<file path="config.mk">
export PLATFORM = sky130hd
export DESIGN_NAME = seg_phase_scheduler_flat
export DESIGN_NICKNAME = d
export VERILOG_FILES = /design/src/rtl/seg_pkg.sv /design/src/rtl/seg_phase_scheduler_if.sv /design/src/rtl/seg_tick_gen.sv /design/src/rtl/seg_phase_scheduler.sv /design/src/flat_wrapper.sv
export SDC_FILE = /design/constraint.sdc
export NUM_CORES = 1
export LEC_CHECK = 0
export ABC_AREA = 1
export CORE_MARGIN = 5
export CORE_UTILIZATION = 30
export DETAILED_ROUTE_END_ITERATION = 10
export GPL_TIMING_DRIVEN = 1
export PLACE_DENSITY_LB_ADDON = 0.05
export SLEW_MARGIN = 10
export SYNTH_ARGS = -nofsm -noshare
export SYNTH_HDL_FRONTEND = slang
export SYNTH_HIERARCHICAL = 1
export SYNTH_SLANG_ARGS = --single-unit
</file>
<file path="constraint.sdc">
create_clock -name clock -period 2.1 [get_ports clock]
set_input_delay 0.42 -clock clock [delete_from_list [all_inputs] [get_ports clock]]
set_output_delay 0.42 -clock clock [all_outputs]
set_load 0.005 [all_outputs]
</file>
<file path="src/rtl/seg_pkg.sv">
// Shared phase encodings and display constants for the seven-segment scheduler slice.
// No logic, so no latency; no flow control involved.
// Imported by the scheduler, its interface users and the testbench.
package seg_pkg;

    typedef enum logic [1:0] {
        PH_SRC0 = 2'd0,
        PH_SRC1 = 2'd1,
        PH_SRC2 = 2'd2
    } phase_t;

    localparam logic [6:0] SEG_BLANK = 7'h7F;
    localparam logic [3:0] AN_OFF    = 4'hF;

    // A dwell of zero would never expire, so it is treated as a single tick.
    function automatic int dwell_eff(input int d);
        return (d < 1) ? 1 : d;
    endfunction

    function automatic phase_t phase_after(input phase_t p);
        case (p)
            PH_SRC0: return PH_SRC1;
            PH_SRC1: return PH_SRC2;
            default: return PH_SRC0;
        endcase
    endfunction

endpackage

</file>
<file path="src/rtl/seg_phase_scheduler_if.sv">
// Control, source and display-pin bundle between animation generators and the scheduler.
// Pure wiring, zero latency; no backpressure, display pins are always accepted.
// master = source/control side, slave = scheduler.
interface seg_phase_scheduler_if;

    logic [3:0] blank;
    logic       pause;
    logic       next;
    logic [3:0] src0_an;
    logic [6:0] src0_seg;
    logic [3:0] src1_an;
    logic [6:0] src1_seg;
    logic [3:0] src2_an;
    logic [6:0] src2_seg;
    logic [3:0] an;
    logic [6:0] seg;
    logic [1:0] phase;
    logic       tick;

    modport master (
        output blank, pause, next,
        output src0_an, src0_seg, src1_an, src1_seg, src2_an, src2_seg,
        input  an, seg, phase, tick
    );

    modport slave (
        input  blank, pause, next,
        input  src0_an, src0_seg, src1_an, src1_seg, src2_an, src2_seg,
        output an, seg, phase, tick
    );

endinterface

</file>
<file path="src/rtl/seg_tick_gen.sv">
// Free-running prescaler: wrap is high on the last count, tick is wrap registered.
// tick lags wrap by one cycle; no backpressure, it never stalls.
// Reusable by the animation sources for their own frame rates.
module seg_tick_gen #(
    parameter int TICK_DIV = 25000000
) (
    input  logic clock,
    input  logic start,
    output logic wrap,
    output logic tick
);

    localparam int DIV = (TICK_DIV < 1) ? 1 : TICK_DIV;
    localparam int CW  = (DIV > 1) ? $clog2(DIV) : 1;
    localparam logic [CW-1:0] LAST = CW'(DIV - 1);

    logic [CW-1:0] cnt;

    assign wrap = (cnt == LAST);

    always_ff @(posedge clock or posedge start) begin
        if (start) begin
            cnt  <= '0;
            tick <= 1'b0;
        end else begin
            tick <= wrap;
            cnt  <= wrap ? '0 : cnt + CW'(1);
        end
    end

endmodule

</file>
<file path="src/rtl/seg_phase_scheduler.sv">
// Time-shares one 4-digit display between three sources in programmable dwell phases.
// an/seg follow the pre-edge phase with one cycle latency; no backpressure, pins always accept.
// pause freezes dwell counting only; next skips a phase immediately unless phase 2 is terminal.
module seg_phase_scheduler
    import seg_pkg::*;
#(
    parameter int TICK_DIV = 25000000,
    parameter int DWELL0   = 8,
    parameter int DWELL1   = 4,
    parameter int DWELL2   = 8,
    parameter int LOOP     = 0
) (
    input  logic                  clock,
    input  logic                  start,
    seg_phase_scheduler_if.slave  bus
);

    localparam int D0   = dwell_eff(DWELL0);
    localparam int D1   = dwell_eff(DWELL1);
    localparam int D2   = dwell_eff(DWELL2);
    localparam int D01  = (D0 > D1) ? D0 : D1;
    localparam int DMAX = (D01 > D2) ? D01 : D2;
    localparam int DW   = $clog2(DMAX) + 1;

    logic          wrap;
    logic          tick;
    phase_t        ph;
    logic [DW-1:0] dwell;
    logic [DW-1:0] last;
    logic [3:0]    sel_an;
    logic [6:0]    sel_seg;
    logic [3:0]    an_q;
    logic [6:0]    seg_q;
    logic          terminal;
    logic          count_en;
    logic          expired;
    logic          adv;

    seg_tick_gen #(.TICK_DIV(TICK_DIV)) u_tick (
        .clock (clock),
        .start (start),
        .wrap  (wrap),
        .tick  (tick)
    );

    always_comb begin
        last    = DW'(D0 - 1);
        sel_an  = bus.src0_an;
        sel_seg = bus.src0_seg;
        case (ph)
            PH_SRC0: begin
                last    = DW'(D0 - 1);
                sel_an  = bus.src0_an;
                sel_seg = bus.src0_seg;
            end
            PH_SRC1: begin
                last    = DW'(D1 - 1);
                sel_an  = bus.src1_an;
                sel_seg = bus.src1_seg;
            end
            PH_SRC2: begin
                last    = DW'(D2 - 1);
                sel_an  = bus.src2_an;
                sel_seg = bus.src2_seg;
            end
            default: begin
                sel_an  = AN_OFF;
                sel_seg = SEG_BLANK;
            end
        endcase
    end

    // Dwell counts on the prescaler's terminal count so the phase moves on the same
    // edge that raises tick, keeping phase changes on whole tick boundaries.
    assign terminal = (ph == PH_SRC2) && (LOOP == 0);
    assign count_en = wrap && !bus.pause && !terminal;
    assign expired  = count_en && (dwell == last);
    assign adv      = !terminal && (bus.next || expired);

    always_ff @(posedge clock or posedge start) begin
        if (start) begin
            ph    <= PH_SRC0;
            dwell <= '0;
            an_q  <= AN_OFF;
            seg_q <= SEG_BLANK;
        end else begin
            an_q  <= sel_an | bus.blank;
            seg_q <= sel_seg;
            if (adv) begin
                ph    <= phase_after(ph);
                dwell <= '0;
            end else if (count_en) begin
                dwell <= dwell + DW'(1);
            end
        end
    end

    assign bus.an    = an_q;
    assign bus.seg   = seg_q;
    assign bus.phase = ph;
    assign bus.tick  = tick;

endmodule

</file>
<file path="src/flat_wrapper.sv">
// flat-port wrapper written by rule: the top's interface ports become plain ports
module seg_phase_scheduler_flat import seg_pkg::*;
#(
    parameter int TICK_DIV = 25000000,
    parameter int DWELL0   = 8,
    parameter int DWELL1   = 4,
    parameter int DWELL2   = 8,
    parameter int LOOP     = 0
)
  (clock, start, bus_blank, bus_pause, bus_next, bus_src0_an, bus_src0_seg, bus_src1_an, bus_src1_seg, bus_src2_an, bus_src2_seg, bus_an, bus_seg, bus_phase, bus_tick);
  seg_phase_scheduler_if bus_i ();
  input  logic clock;
  input  logic start;
  input wire logic [$bits(bus_i.blank)-1:0] bus_blank;
  input wire logic [$bits(bus_i.pause)-1:0] bus_pause;
  input wire logic [$bits(bus_i.next)-1:0] bus_next;
  input wire logic [$bits(bus_i.src0_an)-1:0] bus_src0_an;
  input wire logic [$bits(bus_i.src0_seg)-1:0] bus_src0_seg;
  input wire logic [$bits(bus_i.src1_an)-1:0] bus_src1_an;
  input wire logic [$bits(bus_i.src1_seg)-1:0] bus_src1_seg;
  input wire logic [$bits(bus_i.src2_an)-1:0] bus_src2_an;
  input wire logic [$bits(bus_i.src2_seg)-1:0] bus_src2_seg;
  output wire logic [$bits(bus_i.an)-1:0] bus_an;
  output wire logic [$bits(bus_i.seg)-1:0] bus_seg;
  output wire logic [$bits(bus_i.phase)-1:0] bus_phase;
  output wire logic [$bits(bus_i.tick)-1:0] bus_tick;
  assign bus_i.blank = bus_blank;
  assign bus_i.pause = bus_pause;
  assign bus_i.next = bus_next;
  assign bus_i.src0_an = bus_src0_an;
  assign bus_i.src0_seg = bus_src0_seg;
  assign bus_i.src1_an = bus_src1_an;
  assign bus_i.src1_seg = bus_src1_seg;
  assign bus_i.src2_an = bus_src2_an;
  assign bus_i.src2_seg = bus_src2_seg;
  assign bus_an = bus_i.an;
  assign bus_seg = bus_i.seg;
  assign bus_phase = bus_i.phase;
  assign bus_tick = bus_i.tick;
  seg_phase_scheduler #(.TICK_DIV(TICK_DIV), .DWELL0(DWELL0), .DWELL1(DWELL1), .DWELL2(DWELL2), .LOOP(LOOP)) u_core (.clock(clock), .start(start), .bus(bus_i));
endmodule
</file>
Word-level counts from Yosys, hierarchy flattened
Index checks and enable logic that the tools add are counted.
{ "totals": {"register_bits": 43, "input_bits": 41, "output_inout_bits": 14, "wordCells": 29} }
{ "op_classes": {"addsub": 2, "n_eq_ne": 4, "mux": 7, "bitwise_logic": 1, "reduce_logical": 9} }
{ "op_table": {"columns": ["operator", "n"], "rows": [
  ["$add A25 B1 Y25 const B", 1],
  ["$eq A25 B25 Y1 const B", 1],
  ["$mux W25", 1],
  ["$pmux W7 S3", 1],
  ["$pmux W4 S3", 1],
  ["$mux W4", 2],
  ["$add A4 B1 Y4 const B", 1],
  ["$eq A4 B4 Y1", 1],
  ["$logic_and A1 B1 Y1", 4],
  ["$or A4 B4 Y4", 1],
  ["$pmux W2 S2", 1],
  ["$mux W3", 1],
  ["$eq A2 B1 Y1 const B", 1],
  ["$eq A2 B2 Y1 const B", 1],
  ["$logic_not A1 Y1", 2],
  ["$logic_not A2 Y1", 1],
  ["$reduce_bool A2 Y1", 1],
  ["$logic_or A1 B1 Y1", 1]
]} }

Depth between registers and ports, before layout
{ "logic_depth": {"word_depth": 7, "ltp_mapped": 14, "depth_no_buf": 14} }

Hierarchy
Netlist, hierarchy kept.
{ "by_module_without_submodules": {"columns": ["mod", "n_inst", "cells_each", "area_per_inst_um2", "seq_area_each_um2"], "rows": [
  ["seg_tick_gen", 1, 215, 1562.7, 650.6],
  ["seg_phase_scheduler", 1, 107, 892.1, 439.2]
]} }

Worst setup path before layout
OpenSTA, ideal clock, no wires.
{ "synth_path": {"kind": "reg-to-reg", "from": "register u_core.u_tick.cnt[0]", "to": "register u_core.ph[1] (netlist: u_core/bus.phase[1])", "setup_ps": 117, "arrival_time_ps": 1690, "required_ps": 1983, "path_slack_ps": 293, "stages_incl_launch_ff": 15, "n_path_buf": 0, "synth_period_minus_slack_ps": 1807, "path_cell_list": "dfrtp_1 -> ha_1 -> nand2_1 -> nor2_4 -> nand2_4 -> inv_1 -> nand2_1 -> inv_1 -> inv_1 -> nor2_1 -> nand3_2 -> o21bai_4 -> nand2_2 -> nand2_1 -> nand2_1"} }
{ "synth_via": {"elab_chain_cells": 6} }
{ "synth_rtl": {"columns": ["item", "line", "text"], "rows": [
  ["start, declared", "seg_tick_gen.sv:17", "logic [CW-1:0] cnt;"],
  ["start signal, assigned", "seg_tick_gen.sv:27", "cnt <= wrap ? '0 : cnt + CW'(1);"],
  ["$eq A25 B25 Y1", "seg_tick_gen.sv:19", "assign wrap = (cnt == LAST);"],
  ["named net u_core.wrap", "seg_phase_scheduler.sv:25", "logic wrap;"],
  ["$logic_and A1 B1 Y1 (2 in a row)", "seg_phase_scheduler.sv:76", "assign count_en = wrap && !bus.pause && !terminal;"],
  ["$logic_and A1 B1 Y1", "seg_phase_scheduler.sv:77", "assign expired = count_en && (dwell == last);"],
  ["$logic_or A1 B1 Y1", "seg_phase_scheduler.sv:78", "assign adv = !terminal && (bus.next || expired);"],
  ["$logic_and A1 B1 Y1", "seg_phase_scheduler.sv:78", null],
  ["end signal, assigned", "seg_phase_scheduler.sv:90", "ph <= phase_after(ph);"],
  ["end, declared", "seg_phase_scheduler.sv:27", "phase_t ph;"]
]} }
The timed path passes the listed nets, and every way through them passes these cells.
A chain may end at the register's enable or synchronous reset.

Worst setup path in the final report
{ "layout_path": {"from": "register u_core.u_tick.cnt[10]", "to": "register u_core.ph[1] (netlist: u_core/bus.phase[1])"} }
Same word-level chain as after synthesis.

==> summary.txt <==
Clock tree
  • Clock latency on the worst-skew pair: 0.30 ns
  • H-tree Lvls: 2
  • Clock slew at the register clock pins of the worst setup and hold paths: 0.09 ns
  • Hold-fix buffers at CTS: 0
  • CTS Buf Count: 5
  • Clk buf depth: 2
  • CTS tree: built
  • Post-CTS Resized: 0
  • Clock root buffer: clkbuf_8
  • Num Clock Sinks: 43
  • Setup bufs post-CTS: 0

Power
  • Standby leakage power: 1.49 nW
  • Power per cell area: 757 mW/mm^2
  • Sw Share: 0.300
  • P_sw: 0.753 mW
  • Peak VDD IR: 0.000658 V
  • Sequential share of power: 0.419
  • Internal Pwr Total: 1.76 mW
  • Clock group share of total power: 0.264
  • Total power: 2.51 mW
  • Logic pwr share: 0.317

Timing
  • Crit path time final: 1.87 ns
  • Fin worst setup slack: 0.234 ns
  • Clock skew: 0.00781 ns
  • Worst slew margin: 0.772
  • RSZ-0062 raised after global routing: no
  • Peak Freq: 0.536 GHz
  • Post-route setup TNS: 0 ns
  • Hold WS: 0.462 ns
  • Slew Viols, Final: 0
  • Setup Viol. Count Final: 0
  • Final hold viol count: 0
  • Pin slew with the least headroom to its limit: 0.342 ns
  • Crit share post-route: 0.889

GRT
  • Largest net degree at the start of global routing: 27
  • GRT Resource Usage Total: 0.136
  • Vias in the first global route: 2,232
  • Gr ovfl total: 0
  • Initial antenna violation count: 0
  • First-pass GRT wire length: 10,900 um

Yosys
  • Number of flops mapped to enable cells by yosys: 0
  • Synth Warn #: 6
  • Post-synthesis async set-or-reset flop share: 1.00
  • Area fraction of the dominant cell type after synthesis: 0.326
  • Seq/Total Area, Yosys: 0.444
  • Unique masters post-synth: 27
  • Synth Instances: 322
  • Synth top area cells: dfrtp_1, nand2_1, dfstp_2
  • Netlist Area Pre-Place: 0.00245 mm^2
  • Post-Syn Nets: 365
  • Largest area contributor in the netlist: dfrtp_1
  • Yosys reg bits: 43
  • Post-synth top flop: dfrtp_1
  • Mean Syn Cell Area: 7.62 um^2

Worst setup path
  • Worst reg2reg setup slack: 0.23 ns
  • Reg2Reg Depth: 14
  • Critical Path Source Type: register
  • Worst EP required: 2.30 ns
  • Critical R2R Launch: u_core/u_tick/cnt[10]$_DFF_PP0_
  • Max FO, Critical Path: 8
  • CP Capture Type: register
  • CP Class: reg -> reg
  • Reg-to-reg endpoint: u_core/bus.phase[1]$_DFFE_PP0P_
  • Critical Path AT: 2.06 ns

Finish
  • Fillers: 860
  • Most frequent cells in the layout: nand2_1, clkdlybuf4s50_1, nor2_1
  • Layout area overhead: 35.3%
  • Filler-free cell count of the finished design: 498
  • Layout cell share with drive strength beyond 1: 0.165
  • # nets final: 435
  • # diodes: 0
  • Most common cell after layout, fill and taps aside: nand2_1

Die
  • IO Count: 55
  • Core region area: 0.00809 mm^2
  • Initial Utilization: 0.303
  • Row cnt: 33
  • Die Area: 0.0101 mm^2
  • Die W: 100 um
  • Chip Height: 100 um

Worst hold path
  • Worst hold path type: in -> async

Placed design
  • Dpl ws: 0.125 ns
  • Port bufs: 54
  • RD Place Congestion: 0.821
  • Post-DP HPWL: 4980 um
  • Dpl cells: 490

Detailed routing
  • First-pass iteration count of the detailed router: 4
  • Via density: 4.36
  • Wire per inst: 12.6 um
  • Final WL: 6270 um
  • Post-route ant nets: 0
  • Drt first-iter violations: 64
  • Detailed-route DRC error count: 0
  • Vias: 2,173

Outcome
  • Status: complete, no violations

Run
  • Max-cap violations: 0
flip-flops by register name, summed over array words and instances (netlist names):
name,count
u_core/u_tick/cnt,25
u_core/bus.phase,2
u_core/bus.seg,7
u_core/bus.an,4
u_core/u_tick/tick,1
u_core/dwell,4
layout make-up:
cell class | instances | area [um^2] | share of cell area
clock buffer | 5 | 68.8 | 0.0207
clock inverter | 3 | 43.8 | 0.0132
inverter | 41 | 154 | 0.0463
multi-input combinational | 234 | 1190 | 0.360
sequential | 43 | 1090 | 0.328
tap | 105 | 131 | 0.0395
timing repair buffer | 67 | 638 | 0.192
layer usage:
layer / wire (um) / global-route usage / up-vias
met5: 0 / 0 / -
met4: 66 / 0.0342 / 0
met3: 363 / 0.0450 / 5
met2: 3170 / 0.236 / 42
met1: 2670 / 0.163 / 986
li1: - / - / 1140
worst max-delay path by stage:
stage / end / from / cells past startpoint / slack, ns
4_1_cts: u_core/bus.phase[1]$_DFFE_PP0P_ / u_core/u_tick/cnt[11]$_DFF_PP0_ / 13 / 0.12
5_1_grt: u_core/dwell[3]$_DFFE_PP0P_ / u_core/u_tick/cnt[0]$_DFF_PP0_ / 14 / 0.04
6_report: u_core/bus.phase[1]$_DFFE_PP0P_ / u_core/u_tick/cnt[10]$_DFF_PP0_ / 14 / 0.23
3_5_place_dp: u_core/bus.phase[1]$_DFFE_PP0P_ / u_core/u_tick/cnt[11]$_DFF_PP0_ / 13 / 0.13
2_1_floorplan: u_core/bus.phase[1]$_DFFE_PP0P_ / u_core/u_tick/cnt[0]$_DFF_PP0_ / 14 / 0.29
3_3_place_gp: u_core/bus.phase[1]$_DFFE_PP0P_ / u_core/u_tick/cnt[11]$_DFF_PP0_ / 13 / 0.15
cells by family (layout without fill, tap and decap cells):
group,Yosys count,in the layout,share of synthesized area
AO/OA/AOI/OAI,28,28,0.0637
buffers and inverters,45,116,0.0713
XOR/XNOR,13,13,0.0464
adder cells (fa/ha/maj),2,2,0.0102
flip-flops,43,43,0.444
AND/OR/NAND/NOR,191,191,0.364
worst max-delay path: stages (launching register included):
cell      delay [ns]
dfrtp_1         0.42
inv_1           0.12
nand2_1         0.06
nor2_1          0.12
nand2_1         0.07
nor2_1          0.13
nand2_1         0.10
inv_1           0.08
inv_1           0.05
nor2_2          0.11
nand3_2         0.11
o21bai_4        0.23
nand2_2         0.06
nand2_1         0.06
nand2_1         0.05
stage by stage:
step	util	area, um^2
6_report	0.410	3320
5_1_grt	0.410	3320
4_1_cts	0.410	3320
3_5_place_dp	0.396	3200
3_3_place_gp	0.396	3200
2_1_floorplan	-	2450
power groups by stage:
| stage | Combinational, mW | Clock (mW) | Sequential, mW |
|---|---|---|---|
| 2_1_floorplan | 0.353 | 0 | 1.09 |
| 3_3_place_gp | 0.823 | 0 | 1.07 |
| 3_5_place_dp | 0.819 | 0 | 1.07 |
| 4_1_cts | 0.825 | 0.692 | 1.06 |
| 5_1_grt | 0.895 | 0.726 | 1.06 |
| 6_report | 0.798 | 0.663 | 1.05 |
synth_stat cells, types with 5 or more instances:
| cell type | count |
|---|---|
| nand2_1 | 83 |
| inv_1 | 37 |
| dfstp_2 | 11 |
| nor2_2 | 5 |
| dfrtp_1 | 32 |
| nor3_1 | 5 |
| o21ai_0 | 14 |
| a21oi_1 | 11 |
| nand2_2 | 7 |
| nor2_4 | 7 |
| nor2_1 | 49 |
| nand3_1 | 24 |
| xor2_1 | 12 |
(Power assumes the default switching activity.)
